File: src/rtl/alu_trojan_pkg.sv
// Shared definitions for the trojan-ALU run-time monitor: op codes,
// monitor FSM states and the reference ALU model.
package alu_trojan_pkg;

  localparam int ALU_W = 4;

  localparam logic [1:0] OP_ADD = 2'b00;
  localparam logic [1:0] OP_SUB = 2'b01;
  localparam logic [1:0] OP_AND = 2'b10;
  localparam logic [1:0] OP_OR  = 2'b11;

  typedef enum logic [1:0] {
    MONITOR = 2'd0,
    SUSPECT = 2'd1,
    ALARM   = 2'd2
  } mon_state_e;

  // Reference ALU; returns {cout, res}. For SUB, cout is the borrow (a < b).
  function automatic logic [ALU_W:0] golden_alu(input logic [ALU_W-1:0] a,
                                                input logic [ALU_W-1:0] b,
                                                input logic [1:0]       op);
    logic [ALU_W:0] r;
    r = '0;
    case (op)
      OP_ADD:  r = {1'b0, a} + {1'b0, b};
      OP_SUB:  r = {(a < b), a - b};
      OP_AND:  r = {1'b0, a & b};
      default: r = {1'b0, a | b};
    endcase
    return r;
  endfunction

endpackage

File: src/rtl/mismatch_log_fifo.sv
// Small synchronous FIFO holding the operands of mismatching transactions.
// Pointers carry one extra wrap bit so full and empty are distinguishable.
// A push into a full FIFO is dropped and latches the sticky ovf flag unless
// a pop frees a slot on the same edge.
module mismatch_log_fifo #(
  parameter int WIDTH = 10,
  parameter int DEPTH = 4
) (
  input  logic             clk,
  input  logic             rst_n,
  input  logic             push,
  input  logic             pop,
  input  logic             clear,
  input  logic [WIDTH-1:0] din,
  output logic [WIDTH-1:0] dout,
  output logic             empty,
  output logic             full,
  output logic             ovf
);

  localparam int AW = $clog2(DEPTH);

  logic [AW:0]      wr_ptr_q, wr_ptr_d;
  logic [AW:0]      rd_ptr_q, rd_ptr_d;
  logic             ovf_q, ovf_d;
  logic             push_ok, pop_ok;
  logic [WIDTH-1:0] mem [DEPTH];

  assign empty   = (wr_ptr_q == rd_ptr_q);
  assign full    = (wr_ptr_q[AW] != rd_ptr_q[AW]) &&
                   (wr_ptr_q[AW-1:0] == rd_ptr_q[AW-1:0]);
  assign pop_ok  = pop & ~empty;
  assign push_ok = push & (~full | pop_ok);
  assign dout    = empty ? '0 : mem[rd_ptr_q[AW-1:0]];
  assign ovf     = ovf_q;

  // Next pointer / overflow state; clear empties the log and drops ovf.
  always_comb begin
    wr_ptr_d = wr_ptr_q + (AW+1)'(push_ok);
    rd_ptr_d = rd_ptr_q + (AW+1)'(pop_ok);
    ovf_d    = ovf_q | (push & full & ~pop_ok);
    if (clear) begin
      wr_ptr_d = '0;
      rd_ptr_d = '0;
      ovf_d    = 1'b0;
    end
  end

  // Pointer and overflow flops.
  always_ff @(posedge clk or negedge rst_n) begin
    if (!rst_n) begin
      wr_ptr_q <= '0;
      rd_ptr_q <= '0;
      ovf_q    <= 1'b0;
    end else begin
      wr_ptr_q <= wr_ptr_d;
      rd_ptr_q <= rd_ptr_d;
      ovf_q    <= ovf_d;
    end
  end

  // Storage write; contents need no reset since reads are gated by empty.
  always_ff @(posedge clk) begin
    if (push_ok && !clear) mem[wr_ptr_q[AW-1:0]] <= din;
  end

endmodule

File: src/rtl/alu_trojan_monitor.sv
// Run-time checker for the 4-bit ADD/SUB/AND/OR ALU. Samples transactions
// into S1, compares against the reference ALU on the next edge (S2), counts
// mismatches, logs offending operands and escalates MONITOR->SUSPECT->ALARM.
module alu_trojan_monitor
  import alu_trojan_pkg::*;
#(
  parameter int WIDTH        = ALU_W,
  parameter int CNT_W        = 8,
  parameter int ALARM_THRESH = 3,
  parameter int LOG_DEPTH    = 4
) (
  input  logic               clk,
  input  logic               rst_n,
  input  logic               ena,
  input  logic               in_valid,
  input  logic [WIDTH-1:0]   in_a,
  input  logic [WIDTH-1:0]   in_b,
  input  logic [1:0]         in_op,
  input  logic [WIDTH-1:0]   in_res,
  input  logic               in_cout,
  input  logic               clear,
  input  logic               log_rd,
  output logic               mismatch,
  output logic [CNT_W-1:0]   err_cnt,
  output logic               alarm,
  output logic               suspect,
  output logic               log_valid,
  output logic [2*WIDTH+1:0] log_data,
  output logic               log_full,
  output logic               log_ovf
);

  localparam int               ENTRY_W  = 2*WIDTH + 2;
  localparam logic [CNT_W-1:0] THRESH_C = CNT_W'(ALARM_THRESH);

  logic             s1_valid_q, s1_valid_d;
  logic [WIDTH-1:0] s1_a_q, s1_a_d, s1_b_q, s1_b_d, s1_res_q, s1_res_d;
  logic [1:0]       s1_op_q, s1_op_d;
  logic             s1_cout_q, s1_cout_d;
  logic             mismatch_q, mismatch_d;
  logic [CNT_W-1:0] cnt_q, cnt_d;
  mon_state_e       state_q, state_d;
  logic             alarm_q, alarm_d, suspect_q, suspect_d;
  logic [WIDTH:0]   golden;
  logic             hit;
  logic             fifo_empty;

  // S1 capture: clear flushes the stage, ena only gates new samples.
  always_comb begin
    s1_valid_d = in_valid & ena & ~clear;
    s1_a_d     = s1_a_q;
    s1_b_d     = s1_b_q;
    s1_op_d    = s1_op_q;
    s1_res_d   = s1_res_q;
    s1_cout_d  = s1_cout_q;
    if (in_valid && ena) begin
      s1_a_d    = in_a;
      s1_b_d    = in_b;
      s1_op_d   = in_op;
      s1_res_d  = in_res;
      s1_cout_d = in_cout;
    end
  end

  // S1 pipeline flops.
  always_ff @(posedge clk or negedge rst_n) begin
    if (!rst_n) begin
      s1_valid_q <= 1'b0;
      s1_a_q     <= '0;
      s1_b_q     <= '0;
      s1_op_q    <= '0;
      s1_res_q   <= '0;
      s1_cout_q  <= 1'b0;
    end else begin
      s1_valid_q <= s1_valid_d;
      s1_a_q     <= s1_a_d;
      s1_b_q     <= s1_b_d;
      s1_op_q    <= s1_op_d;
      s1_res_q   <= s1_res_d;
      s1_cout_q  <= s1_cout_d;
    end
  end

  // Compare, count and next FSM state; a mismatch in flight at clear is dropped.
  always_comb begin
    golden     = golden_alu(s1_a_q, s1_b_q, s1_op_q);
    hit        = s1_valid_q & ~clear &
                 ({s1_res_q, s1_cout_q} != {golden[WIDTH-1:0], golden[WIDTH]});
    mismatch_d = hit;
    cnt_d      = cnt_q;
    state_d    = state_q;
    if (hit && cnt_q != '1) cnt_d = cnt_q + 1'b1;
    if (clear) begin
      cnt_d   = '0;
      state_d = MONITOR;
    end else if (hit && state_q != ALARM) begin
      state_d = (cnt_d >= THRESH_C) ? ALARM : SUSPECT;
    end
    alarm_d   = (state_d == ALARM);
    suspect_d = (state_d == SUSPECT);
  end

  // S2: mismatch pulse and saturating error counter.
  always_ff @(posedge clk or negedge rst_n) begin
    if (!rst_n) begin
      mismatch_q <= 1'b0;
      cnt_q      <= '0;
    end else begin
      mismatch_q <= mismatch_d;
      cnt_q      <= cnt_d;
    end
  end

  // Threshold FSM with registered status outputs; ALARM is sticky.
  always_ff @(posedge clk or negedge rst_n) begin
    if (!rst_n) begin
      state_q   <= MONITOR;
      alarm_q   <= 1'b0;
      suspect_q <= 1'b0;
    end else begin
      state_q   <= state_d;
      alarm_q   <= alarm_d;
      suspect_q <= suspect_d;
    end
  end

  mismatch_log_fifo #(
    .WIDTH (ENTRY_W),
    .DEPTH (LOG_DEPTH)
  ) u_log (
    .clk   (clk),
    .rst_n (rst_n),
    .push  (hit),
    .pop   (log_rd),
    .clear (clear),
    .din   ({s1_op_q, s1_b_q, s1_a_q}),
    .dout  (log_data),
    .empty (fifo_empty),
    .full  (log_full),
    .ovf   (log_ovf)
  );

  assign mismatch  = mismatch_q;
  assign err_cnt   = cnt_q;
  assign alarm     = alarm_q;
  assign suspect   = suspect_q;
  assign log_valid = ~fifo_empty;

endmodule

File: config.mk
export PLATFORM = sky130hd
export DESIGN_NAME = alu_trojan_monitor
export DESIGN_NICKNAME = d
export VERILOG_FILES = /design/src/rtl/alu_trojan_pkg.sv /design/src/rtl/mismatch_log_fifo.sv /design/src/rtl/alu_trojan_monitor.sv
export SDC_FILE = /design/constraint.sdc
export NUM_CORES = 1
export LEC_CHECK = 0
export CAP_MARGIN = 20
export CORE_ASPECT_RATIO = 1.5
export CORE_MARGIN = 1.5
export CORE_UTILIZATION = 60
export CTS_CLUSTER_DIAMETER = 100
export DETAILED_ROUTE_END_ITERATION = 10
export GPL_TIMING_DRIVEN = 0
export PLACE_DENSITY = 0.85
export SETUP_SLACK_MARGIN = 0.02
export SLEW_MARGIN = 5
export SYNTH_ARGS = -nofsm -noshare
export SYNTH_HDL_FRONTEND = slang
export SYNTH_HIERARCHICAL = 1
export SYNTH_SLANG_ARGS = --single-unit
File: constraint.sdc
create_clock -name clk -period 8.1 [get_ports clk]
set_input_delay 1.215 -clock clk [delete_from_list [all_inputs] [get_ports clk]]
set_output_delay 1.215 -clock clk [all_outputs]
set_load 0.02 [all_outputs]
## Word-level counts from Yosys, hierarchy flattened

Memory sizes are Yosys's and may differ from the RTL's.
Index checks and enable logic that the tools add are counted.

| word-level totals | value |
|---|---|
| register bits after elaboration | 36 |
| latch bits | 0 |
| RAM bits | 40 |
| ROM bits | 0 |
| input bits | 21 |
| output and inout port bits | 24 |
| word-level logic and storage cells | 67 |
| memories kept | 1 |

Memories:

| memory | words | width | read ports | clocked after memory_dff | wr ports | RTL line | source |
|---|---|---|---|---|---|---|---|
| u_log.mem | 4 | 10 | 1 | 0 | 1 | mismatch_log_fifo.sv:27 | `logic [WIDTH-1:0] mem [DEPTH];` |

| cells by class | value |
|---|---|
| $add $sub $neg | 5 |
| multiply operators | 0 |
| divide/modulo/power cells | 0 |
| $lt $le $gt $ge | 2 |
| eq/ne operators | 10 |
| shifts and indexed selects | 0 |
| muxes and demuxes | 12 |
| bitwise gates (word level) | 16 |
| reduce and logical (&&, ||, !) cells | 7 |

Operator list:

| kind | count |
|---|---|
| 8-bit 2-to-1 mux | 2 |
| 5-bit one-hot mux with 3 select lines | 1 |
| 10-bit 2-to-1 mux | 1 |
| 8-bit by 1-bit adder with 8-bit output (second input constant) | 1 |
| 1-bit AND | 8 |
| 8-bit by 2-bit greater-or-equal comparator with 1-bit output (second input constant) | 1 |
| 8-bit inequality test (second input constant) | 1 |
| 3-bit by 1-bit adder with 3-bit output | 2 |
| 2-bit 2-to-1 mux | 3 |
| 3-bit 2-to-1 mux | 2 |
| 4-bit by 4-bit adder with 5-bit output | 1 |
| 1-bit logical AND | 5 |
| 5-bit inequality test | 1 |
| 4-bit AND | 1 |
| 2-bit by 1-bit == test with 1-bit output (second input constant) | 2 |
| 2-bit == test (second input constant) | 2 |
| 4-bit less-than comparator | 1 |
| 1-bit NOT | 4 |
| 4-bit OR | 1 |
| 4-bit subtractor | 1 |
| 3-bit == test | 1 |
| 1-bit 2-to-1 mux | 3 |
| 2-bit == test | 1 |
| 2-bit logical NOT | 1 |
| 4 further kinds | 5 |

## Logic depth before layout (Yosys ltp)

| logic depth | value |
|---|---|
| depth after elaboration | 11 |
| gate-level depth with buffers | 15 |

## Modules after synthesis

The synthesis kept the hierarchy.

Modules (own cells, without submodules):

| module | times used | cells each | area each (µm²) | seq. area each (µm²) |
|---|---|---|---|---|
| mismatch_log_fifo | 1 | 102 | 1955.6 | 1376.3 |
| alu_trojan_monitor | 1 | 194 | 1945.6 | 725.7 |

## Least setup slack after synthesis

OpenSTA, ideal clock, no wires.

| path | value |
|---|---|
| path kind | reg-to-reg |
| start | register s1_a_q[0] |
| end | memory u_log.mem[1][0] (enable) |
| setup time | 0.407 ns |
| data arrival time | 3.392 ns |
| path slack | 4.301 ns |
| stages on the path, launching flop included | 12 |
| buffers on the path | 0 |
| clock period less this slack | 3.799 ns |
| cell sequence | dfrtp_1 > inv_1 > ha_1 > inv_1 > fa_1 > a2111oi_0 > nor4_1 > nor2_1 > o31ai_4 > inv_2 > nand2b_1 > nor4b_1 |

| on the way | value |
|---|---|
| longest elaborated chain between the ends | 8 |
| elaborated cells between the ends (all ways) | 12 |

RTL lines:

| what | RTL line | source |
|---|---|---|
| start: declaration | alu_trojan_monitor.sv:37 | `logic [WIDTH-1:0] s1_a_q, s1_a_d, s1_b_q, s1_b_d, s1_res_q, s1_res_d;` |
| start signal: assignment | alu_trojan_monitor.sv:69 | `s1_a_q <= '0;` |
| start signal: assignment | alu_trojan_monitor.sv:76 | `s1_a_q <= s1_a_d;` |
| 4-bit by 4-bit adder with 5-bit output (tied with other cells) | alu_trojan_pkg.sv:25 | `OP_ADD: r = {1'b0, a} + {1'b0, b};` |
| 5-bit one-hot mux with 3 select lines * | alu_trojan_pkg.sv:24 | `case (op)` |
| 5-bit inequality test * | alu_trojan_monitor.sv:88 | `({s1_res_q, s1_cout_q} != {golden[WIDTH-1:0], golden[WIDTH]});` |
| 1-bit AND * | alu_trojan_monitor.sv:87 | `hit = s1_valid_q & ~clear &` |
| net hit | alu_trojan_monitor.sv:45 | `logic hit;` |
| 1-bit AND * | mismatch_log_fifo.sv:33 | `assign push_ok = push & (~full \| pop_ok);` |
| 1-bit logical AND * | mismatch_log_fifo.sv:64 | `if (push_ok && !clear) mem[wr_ptr_q[AW-1:0]] <= din;` |
| 1-bit 2-to-1 mux * | mismatch_log_fifo.sv:64 |  |
| 1-bit 2-to-1 mux (not written as such) * | mismatch_log_fifo.sv:64 |  |
| end: declaration | mismatch_log_fifo.sv:27 |  |

The timed path passes the listed nets; every way through them passes the cells marked *.

## Worst setup path after layout

| path | value |
|---|---|
| start | register s1_a_q[0] |
| end | memory u_log.mem[0][5] (enable) |

The elaborated chain is that of the path after synthesis.

==> summary.md <==
| Metric | Value |
|---|---|
| Crit path kind | `register to register` |
| Global-route wire length before repair | `12.02 mm` |
| Clock buffer count from CTS | `9` |
| Largest family of logic cells by synthesized area | `simple AND/OR/NAND/NOR gates` |
| Syn Inst Count | `296` |
| R2r worst-path depth | `12` |
| Lkg Pwr | `1.779 nW` |
| Sw frac | `27.41%` |
| Slew Viols, Final | `0` |
| H-Tree Depth | `3` |
| Mapped Nets | `336` |
| Clock latency on the worst-skew pair | `340 ps` |
| Yosys reg bits | `76` |
| GR Overflow Total | `0` |
| Critical path startpoint | `s1_a_q[0]` |
| Worst Tran Pin Value | `921.5 ps` |
| Die Span X | `68.84 um` |
| Setup bufs post-CTS | `0` |
| Layout cells sized above 1 | `18.11%` |
| Max Buffers Root-to-Sink | `2` |
| Starting density of the core | `62.74%` |
| Setup tns final | `0 ps` |
| Worst-path cell chain | `inv_1 -> ha_1 -> inv_1 -> fa_1 -> a2111oi_0 -> nor4_1 -> nor2_1 -> o31ai_4 -> inv_2 -> nand2b_1 -> nor4_2 -> buf_4` |
| Root Buffer | `clkbuf_8` |
| Internal power | `0.6517 mW` |
| DR vias | `2541` |
| Initial antenna violation count | `0` |
| Post-synthesis sequential area ratio | `53.88%` |
| Asr flop ratio synth | `47.37%` |
| Residual DRC | `0` |
| Die Height | `101.8 um` |
| Core Box Area | `6218 um^2` |
| DP HPWL | `5.273 mm` |
| RR Startpoint | `s1_a_q[0]` |
| Yosys warns | `6` |
| Initial DRC count | `210` |
| Most used cell, CP | `inv_1` |
| Final hold viol count | `0` |
| Post-synthesis simple-gate area fraction | `12.99%` |
| Pin count of the biggest net entering global routing | `37` |
| Post-CTS Resized | `0` |
| Ports | `45` |
| CTS sink cnt | `76` |
| Gate power share | `18.6%` |
| CP endpoint kind | `register` |
| Final GP Congestion | `0.9209` |
| Rel. slew slack | `38.23%` |
| Post-route ant nets | `0` |
| Crit Reg-Reg Endpoint | `u_log/mem[0][5]` |
| Clock power frac | `31.1%` |
| Hold Crit Class | `register to register` |
| Max FO, Critical Path | `8` |
| Setup Skew | `6.144 ps` |
| Final setup viols | `0` |
| Total Routing Usage GR | `23.68%` |
| Die ar. | `7005 um^2` |
| Final net count | `394` |
| Power density cells | `192.4 nW/um^2` |
| Worst EP required | `8150 ps` |
| Row count | `35` |
| Outcome | `completed` |
| Port buffer count | `44` |
| CP Data Arrival Time | `3980 ps` |
| Synth Area per Inst | `13.18 um^2` |
| Final period util | `48.56%` |
| Vias/cell | `5.868` |
| Synth Area in XOR/XNOR | `3.752%` |
| VDD IR-drop max | `140.6 uV` |
| CP startpoint kind | `register` |
| CP max-delay cell | `nor4_2` |
| Net Switching | `0.2461 mW` |
| Post-synth EDFFs | `40` |
| Area growth from synthesis to layout | `19.63%` |
| Post-synthesis mux area share | `11.48%` |
| Synthesized area | `3901 um^2` |
| Main flop type after synthesis | `edfxtp_1` |
| R2R setup slack | `4170 ps` |
| Post-CTS Hold Fix Bufs | `0` |
| Layout Utilization | `75.05%` |
| Max-cap violations | `0` |
| Yosys cell types | `56` |
| Clk slew on worst S/H paths | `80 ps` |
| Hold Path Depth | `1` |
| Power Total | `0.8978 mW` |
| CP max stage delay | `610 ps` |
| WL final | `7.234 mm` |
| Seq pwr share | `50.3%` |
| # fillers | `409` |
| Critical Path Sink | `u_log/mem[0][5]` |
| Compound-cell area share of the yosys netlist | `8.114%` |
| WL/cell | `16.71 um` |
| Number of global-route vias before repair | `2598` |
| Drt pass-1 iters | `4` |
| Post-Synth Adder-Cell Area | `6.479%` |
| Minimum clock period | `3933 ps` |
| Fmax | `254.2 MHz` |
| CTS tree | `done` |
| Antenna Cells | `0` |
| RSZ-0062 raised after global routing | `no` |
-- cell usage after synthesis, drive strengths merged (2+ instances only) --
cell type   n  area share, %
xnor2      10            2.2
mux2       16            4.6
fa          2            1.0
nand3b      4           0.77
nand3       4           0.51
nand2      10           0.96
xor2        5            1.5
or2         2           0.32
o21ai      10            1.3
nand4       2           0.32
o21a        2           0.38
o31a        2           0.45
mux2i       2           0.51
clkbuf      5           0.48
o31ai       2           0.87
dfrtp      36             23
buf         4           0.99
nor3        7           0.90
nor2b      20            3.4
a21oi       9            1.2
edfxtp     40             31
a31oi       3           0.64
nor2       15            1.4
and3        2           0.32
or3         5           0.80
inv        19            1.8
nor4b       3           0.67
nor4        4            1.0
o22ai       2           0.32
ha         17            5.5
mux4       11            6.4
nand2b      6           0.96
-- state kept, by name (all words and copies together) (netlist names) --
name,flops
err_cnt,8
s1_valid_q,1
suspect,1
mismatch,1
state_q,2
alarm,1
s1_cout_q,1
s1_res_q,4
s1_op_q,2
u_log/mem,40
u_log/wr_ptr_q,3
u_log/rd_ptr_q,3
s1_b_q,4
s1_a_q,4
u_log/ovf,1
-- cells in the final DEF, fill, tap and decap left out, drive strengths merged, types with 4 or more instances in the layout --
cell / instances
clkdlybuf4s50: 43
or3: 5
clkbuf: 15
xor2: 5
mux4: 11
nor2b: 20
nand3: 4
nor2: 15
inv: 20
xnor2: 10
nand3b: 4
nor3: 7
nand2: 10
mux2: 16
edfxtp: 40
dfrtp: 36
o21ai: 10
a21oi: 9
ha: 17
nand2b: 6
nor4: 4
buf: 8
-- power groups by stage --
stage	Sequential, mW	Clock [mW]	Combinational (mW)
floorplan	0.453	0	0.118
global placement	0.457	0	0.162
detailed placement	0.459	0	0.167
CTS	0.451	0.285	0.169
global route	0.455	0.301	0.183
finish	0.451	0.280	0.167
-- critical path, delay by kind of cell (launching register included) --
family                     cells  cell delay, ps
AOI/OAI and AO/OA              2             760
adders and majority gates      2             580
DFF                            1             470
and+or+nand+nor                4            1210
buffers and inverters          4             610
-- layer usage --
metal | vias to the layer above | track usage [%] | share of wire, %
li1 | 1206 | - | -
met2 | 79 | 41.42 | 55
met1 | 1246 | 28.47 | 38
met4 | 0 | 10.11 | 1.7
met3 | 10 | 3.444 | 4.5
met5 | - | 0 | 0
-- cell type report --
cell class | instances | area, um^2 | share of cell area [%]
plain buffers | 9 | 57.56 | 1.233
repair buffers | 47 | 457.9 | 9.812
well taps | 74 | 92.59 | 1.984
inverters | 19 | 71.32 | 1.528
clock buffers | 10 | 127.6 | 2.735
flip-flops and latches | 76 | 2102 | 45.04
clock inverters | 6 | 63.81 | 1.367
multi-input cells | 192 | 1694 | 36.30
-- how the worst min path moves through the flow --
| stage | startpoint | to | slack (ps) |
|---|---|---|---|
| 3_5_place_dp | state_q[1] | suspect | 460 |
| 4_1_cts | state_q[1] | suspect | 470 |
| 3_3_place_gp | state_q[1] | suspect | 460 |
| 6_report | state_q[1] | suspect | 470 |
| 5_1_grt | state_q[1] | suspect | 500 |
| 2_1_floorplan | state_q[1] | suspect | 440 |
-- cell families (layout without fill, tap and decap cells) --
family          after synthesis  count (layout)
xor+xnor                     15              15
compound gates               42              42
mux                          29              29
flops                        76              76
buf+inv                      28              91
fa+ha+maj                    19              19
simple gates                 87              87
-- metrics by stage --
stage | hold WS [ps] | cells | worst slack (ps) | area (um^2)
after floorplan | 442.6 | 296 | 4301 | 3901
after global placement | 458.3 | 414 | 3117 | 4434
after detailed placement | 464.4 | 417 | 4117 | 4476
after CTS | 474.3 | 433 | 4111 | 4667
after global routing | 500.4 | 433 | 3745 | 4667
final | 472.2 | 433 | 4167 | 4667
No activity file was read; power rests on OpenSTA's default activity.
==> RTL change 1: new RTL, config.mk and constraints unchanged <==
Make the reset (`rst_n`) synchronous in 4 clocked blocks.
--- a/src/rtl/mismatch_log_fifo.sv
+++ b/src/rtl/mismatch_log_fifo.sv
@@ -49,3 +49,3 @@
   // Pointer and overflow flops.
-  always_ff @(posedge clk or negedge rst_n) begin
+  always_ff @(posedge clk) begin
     if (!rst_n) begin
--- a/src/rtl/alu_trojan_monitor.sv
+++ b/src/rtl/alu_trojan_monitor.sv
@@ -65,3 +65,3 @@
   // S1 pipeline flops.
-  always_ff @(posedge clk or negedge rst_n) begin
+  always_ff @(posedge clk) begin
     if (!rst_n) begin
@@ -103,3 +103,3 @@
   // S2: mismatch pulse and saturating error counter.
-  always_ff @(posedge clk or negedge rst_n) begin
+  always_ff @(posedge clk) begin
     if (!rst_n) begin
@@ -114,3 +114,3 @@
   // Threshold FSM with registered status outputs; ALARM is sticky.
-  always_ff @(posedge clk or negedge rst_n) begin
+  always_ff @(posedge clk) begin
     if (!rst_n) begin
Function: differs if rst_n is asserted again (counterexample within 4 cycles, from zero or initial values and one cycle with rst_n low); with rst_n held inactive, the same outputs for 10 cycles.
==> RTL change 1 against the unedited design <==
Routed wire length rose by 3.3%. Critical path depth rose by 1. Sequential cell count did not move. Worst setup slack got worse by 0.077 ns. Design area fell by 2.1%. Final cell count rose by 9.7%. Hold slack got worse by 0.013 ns. Maximum frequency fell by 1.9%. Via count rose by 7.5%. First-iteration DRC count fell by 33%. Synthesized area fell by 2.4%. Critical endpoint is now u_log/mem[0][6]$_DFFE_PP_.
Power is not compared: it rests on default switching activity, and its combinational part moved more than twofold at a synthesized area within 25%.
==> RTL change 1: results <==
routing:
  drt_first_pass_iters: 4
  drt-total-wl_um: 7475
  viasPerCell: 5.749
  first_iter_violations: 140
setup_path:
  rr_worst_depth: 13
  slowest_delay_ns: 0.64
  rr_startpoint: "s1_b_q[0]$_SDFFE_PN0P_"
  r2r_end: "u_log/mem[0][6]$_DFFE_PP_"
  reg2reg_slack_ns: 4.09
  crit_arrival_ns: 4.07
  cp_max_fo: 13
  critical-path-top-delay-family: "simple AND/OR/NAND/NOR gates"
  worstSetupPathType: "flip-flop to flip-flop"
grt:
  grt_pass1_wl_um: 12170
  grt_antenna_before_repair: 0
  grt.total_usage_pct: 24.04
  grt_pass1_vias: 2677
  grt_max_degree: 15
yosys:
  async_reset_ff_share_pct: 0
  synth_common_cells: "nand2_1 (46), edfxtp_1 (40), dfxtp_1 (36)"
  synthesis.nets: 377
  yosysSeqAreaShare_pct: 50.49
  synth.area.top_cells: "edfxtp_1 (32%), dfxtp_1 (19%), ha_1 (5.6%), nand2_1 (4.5%), mux4_2 (4.1%)"
  synth_xor_area_share_pct: 2.926
  synthAdderAreaFrac_pct: 6.640
  syn_inst: 337
  synth-compound-area-share_pct: 11.74
  synth_edf_count: 40
  synth_mux_area_share_pct: 6.903
  post_synth_num_cell_types: 55
finish:
  largest_register_ffs: 40
  nets: 436
  drive_above_1_share_pct: 11.47
  area_delta_synth_final_pct: 20.05
  layoutNonFillerInstCount: 475
  nFillCells: 416
cts:
  clockBufferDepth: 2
  cts.repair.resized: 0
  cts_made_buffers: 9
  cts_setup_buffers: 0
  cts_max_level: 3
  clock_latency_ns: 0.35
placement:
  place.gp.congestion: 0.7961
  dp_cells: 459
  dpl.hpwl_um: 5554
  detailedPlace.worstSlack_ns: 4.021
  io_buffers: 44
  placed_area_um2: 4394
timing:
  timing.hold.ws_ns: 0.4592
  tightest_slew_ns: 0.8210
  finalClockSkew_ns: 0.01060
  fmax_mhz: 249.3
pwr:
  switching_power_mw: 0.1737
  leakagePower_nw: 1.719
  ir_drop_uv: 96.77
status:
  status: "completed"
==> RTL change 1: metal layers <==
layer / routed length [um] / global-route usage [%]
met5: 0 / 0
met4: 156 / 9.538
met3: 269 / 5.140
met2: 4125 / 43.84
met1: 2924 / 26.09
==> RTL change 1: power groups by stage <==
stage / Combinational (mW) / Sequential (mW) / Clock (mW)
finish: 0.0516 / 0.414 / 0.253
global route: 0.0574 / 0.415 / 0.276
CTS: 0.0521 / 0.414 / 0.257
detailed placement: 0.0516 / 0.423 / 0
global placement: 0.0493 / 0.422 / 0
floorplan: 0.0310 / 0.421 / 0
==> RTL change 1: area by class of cell <==
cell class	instances	area share (%)
Sequential cell	76	42.06
Multi-Input combinational cell	226	38.42
Timing Repair Buffer	48	10.30
Clock buffer	9	2.711
Tap cell	74	2.026
Buffer	18	1.972
Inverter	17	1.396
Clock inverter	7	1.123
==> RTL change 1: worst min path at each step <==
stage / startpoint / to / depth (start not counted)
final: u_log/ovf$_SDFF_PP0_ / u_log/ovf$_SDFF_PP0_ / 2
after global routing: u_log/ovf$_SDFF_PP0_ / u_log/ovf$_SDFF_PP0_ / 2
after CTS: u_log/ovf$_SDFF_PP0_ / u_log/ovf$_SDFF_PP0_ / 2
after floorplan: state_q[0]$_SDFF_PN0_ / state_q[0]$_SDFF_PN0_ / 2
after detailed placement: u_log/ovf$_SDFF_PP0_ / u_log/ovf$_SDFF_PP0_ / 2
after global placement: u_log/ovf$_SDFF_PP0_ / u_log/ovf$_SDFF_PP0_ / 2
==> RTL change 2: new RTL, same flow settings <==
Without the edit above. `CNT_W`: 8 -> 9.
--- a/src/rtl/alu_trojan_monitor.sv
+++ b/src/rtl/alu_trojan_monitor.sv
@@ -7,3 +7,3 @@
   parameter int WIDTH        = ALU_W,
-  parameter int CNT_W        = 8,
+  parameter int CNT_W        = 9,
   parameter int ALARM_THRESH = 3,
Ports: changed (resized err_cnt); port bits go from 45 to 46. The function was not compared with the original's and may differ.
==> RTL change 2 against the unedited design <==
Count of clock-buffer cells in the layout is 1 lower. Power is 6.9% higher. Synthesized area is 2.4% higher. Sequential share of layout area is 0.76 points lower. Maximum frequency is 1.3% lower. Worst setup slack worse by 0.052 ns. Sequential cell count is 1 higher. Routed wire length is 6.3% higher. Die area is 2.3% higher. Via count is 0.55% lower. Clock power is 16% higher. Design area is 2.9% higher. First-iteration DRC count is 20% lower. Final cell count is 0.23% lower. Critical endpoint is now u_log/mem[1][7]$_DFFE_PP_. Largest cell class unchanged. Largest power group unchanged.
==> RTL change 2: results <==
placement:
  detailedPlace.worstSlack_ns: 4.111
  io_buffers: 45
  dpl.hpwl_um: 5553
  place.gp.congestion: 0.8774
pwr:
  p_int_mw: 0.6921
  leakagePower_nw: 1.942
  p_per_area_nw_per_um2: 199.7
  pwr-share-clk_pct: 33.8
  ir_drop_uv: 135.4
hold_path:
  min_from: "s1_op_q[1]$_DFFE_PN0P_"
  holdPathStages: 0
  min_delay_worst_endpoint: "u_log/mem[3][9]$_DFFE_PP_"
finish:
  nFillCells: 421
  seq_share_pct: 44.28
  clkCellAreaFrac_pct: 4.637
  nonClockInverterCount: 16
  multi_input_area_share_pct: 37.07
  nets: 392
  multi_input_cells: 191
  buf_share_pct: 10.78
routing:
  first_iter_violations: 167
  routedWlPerCell_um: 17.80
  vias: 2527
timing:
  timing.hold.ws_ns: 0.5199
  tightest_slew_ns: 0.8600
  fmax_mhz: 250.9
  finalClockSkew_ns: 0.006394
yosys:
  async_reset_ff_share_pct: 48.05
  synth_common_cells: "edfxtp_1 (40), dfrtp_1 (37), nor2b_1 (25)"
  yosysSeqAreaShare_pct: 53.26
  synth.area.top_cells: "edfxtp_1 (30%), dfrtp_1 (23%), mux4_2 (6.2%), ha_1 (5.6%), mux2_2 (4.8%)"
  post_synth_num_cell_types: 57
status:
  status: "completed"
grt:
  grt_max_degree: 38
  grt.total_usage_pct: 23.55
setup_path:
  cp_max_fo: 9
  r2r_end: "u_log/mem[1][7]$_DFFE_PP_"
  slowest_stage: "nor4b_2"
floorplan:
  fp.coreArea_um2: 6486
## RTL change 2: critical path, delay by kind of cell, from the launching register on
family                   cells  cell delay [ns]
AND/OR/NAND/NOR              5             1.66
buffers and inverters        4             0.62
adder cells (fa/ha/maj)      2             0.56
flip-flops                   1             0.46
AO/OA/AOI/OAI                2             0.40
## RTL change 2: routing by layer
layer / GRT usage [%] / part of all wire, % / up-vias
met5: 0 / 0 / -
met3: 6.158 / 3.8 / 18
met1: 27.38 / 40 / 1268
met4: 9.467 / 2.4 / 0
li1: - / - / 1181
met2: 42.01 / 54 / 60
## RTL change 2: cell families (layout without fill, tap and decap cells)
group | Yosys count | after routing | synth area share [%]
AND/OR/NAND/NOR | 90 | 90 | 14.29
buffers and inverters | 24 | 88 | 2.757
adder cells (fa/ha/maj) | 20 | 20 | 6.642
AO/OA/AOI/OAI | 28 | 28 | 5.483
XOR/XNOR | 13 | 13 | 3.227
flip-flops | 77 | 77 | 53.26
multiplexers | 40 | 40 | 14.35
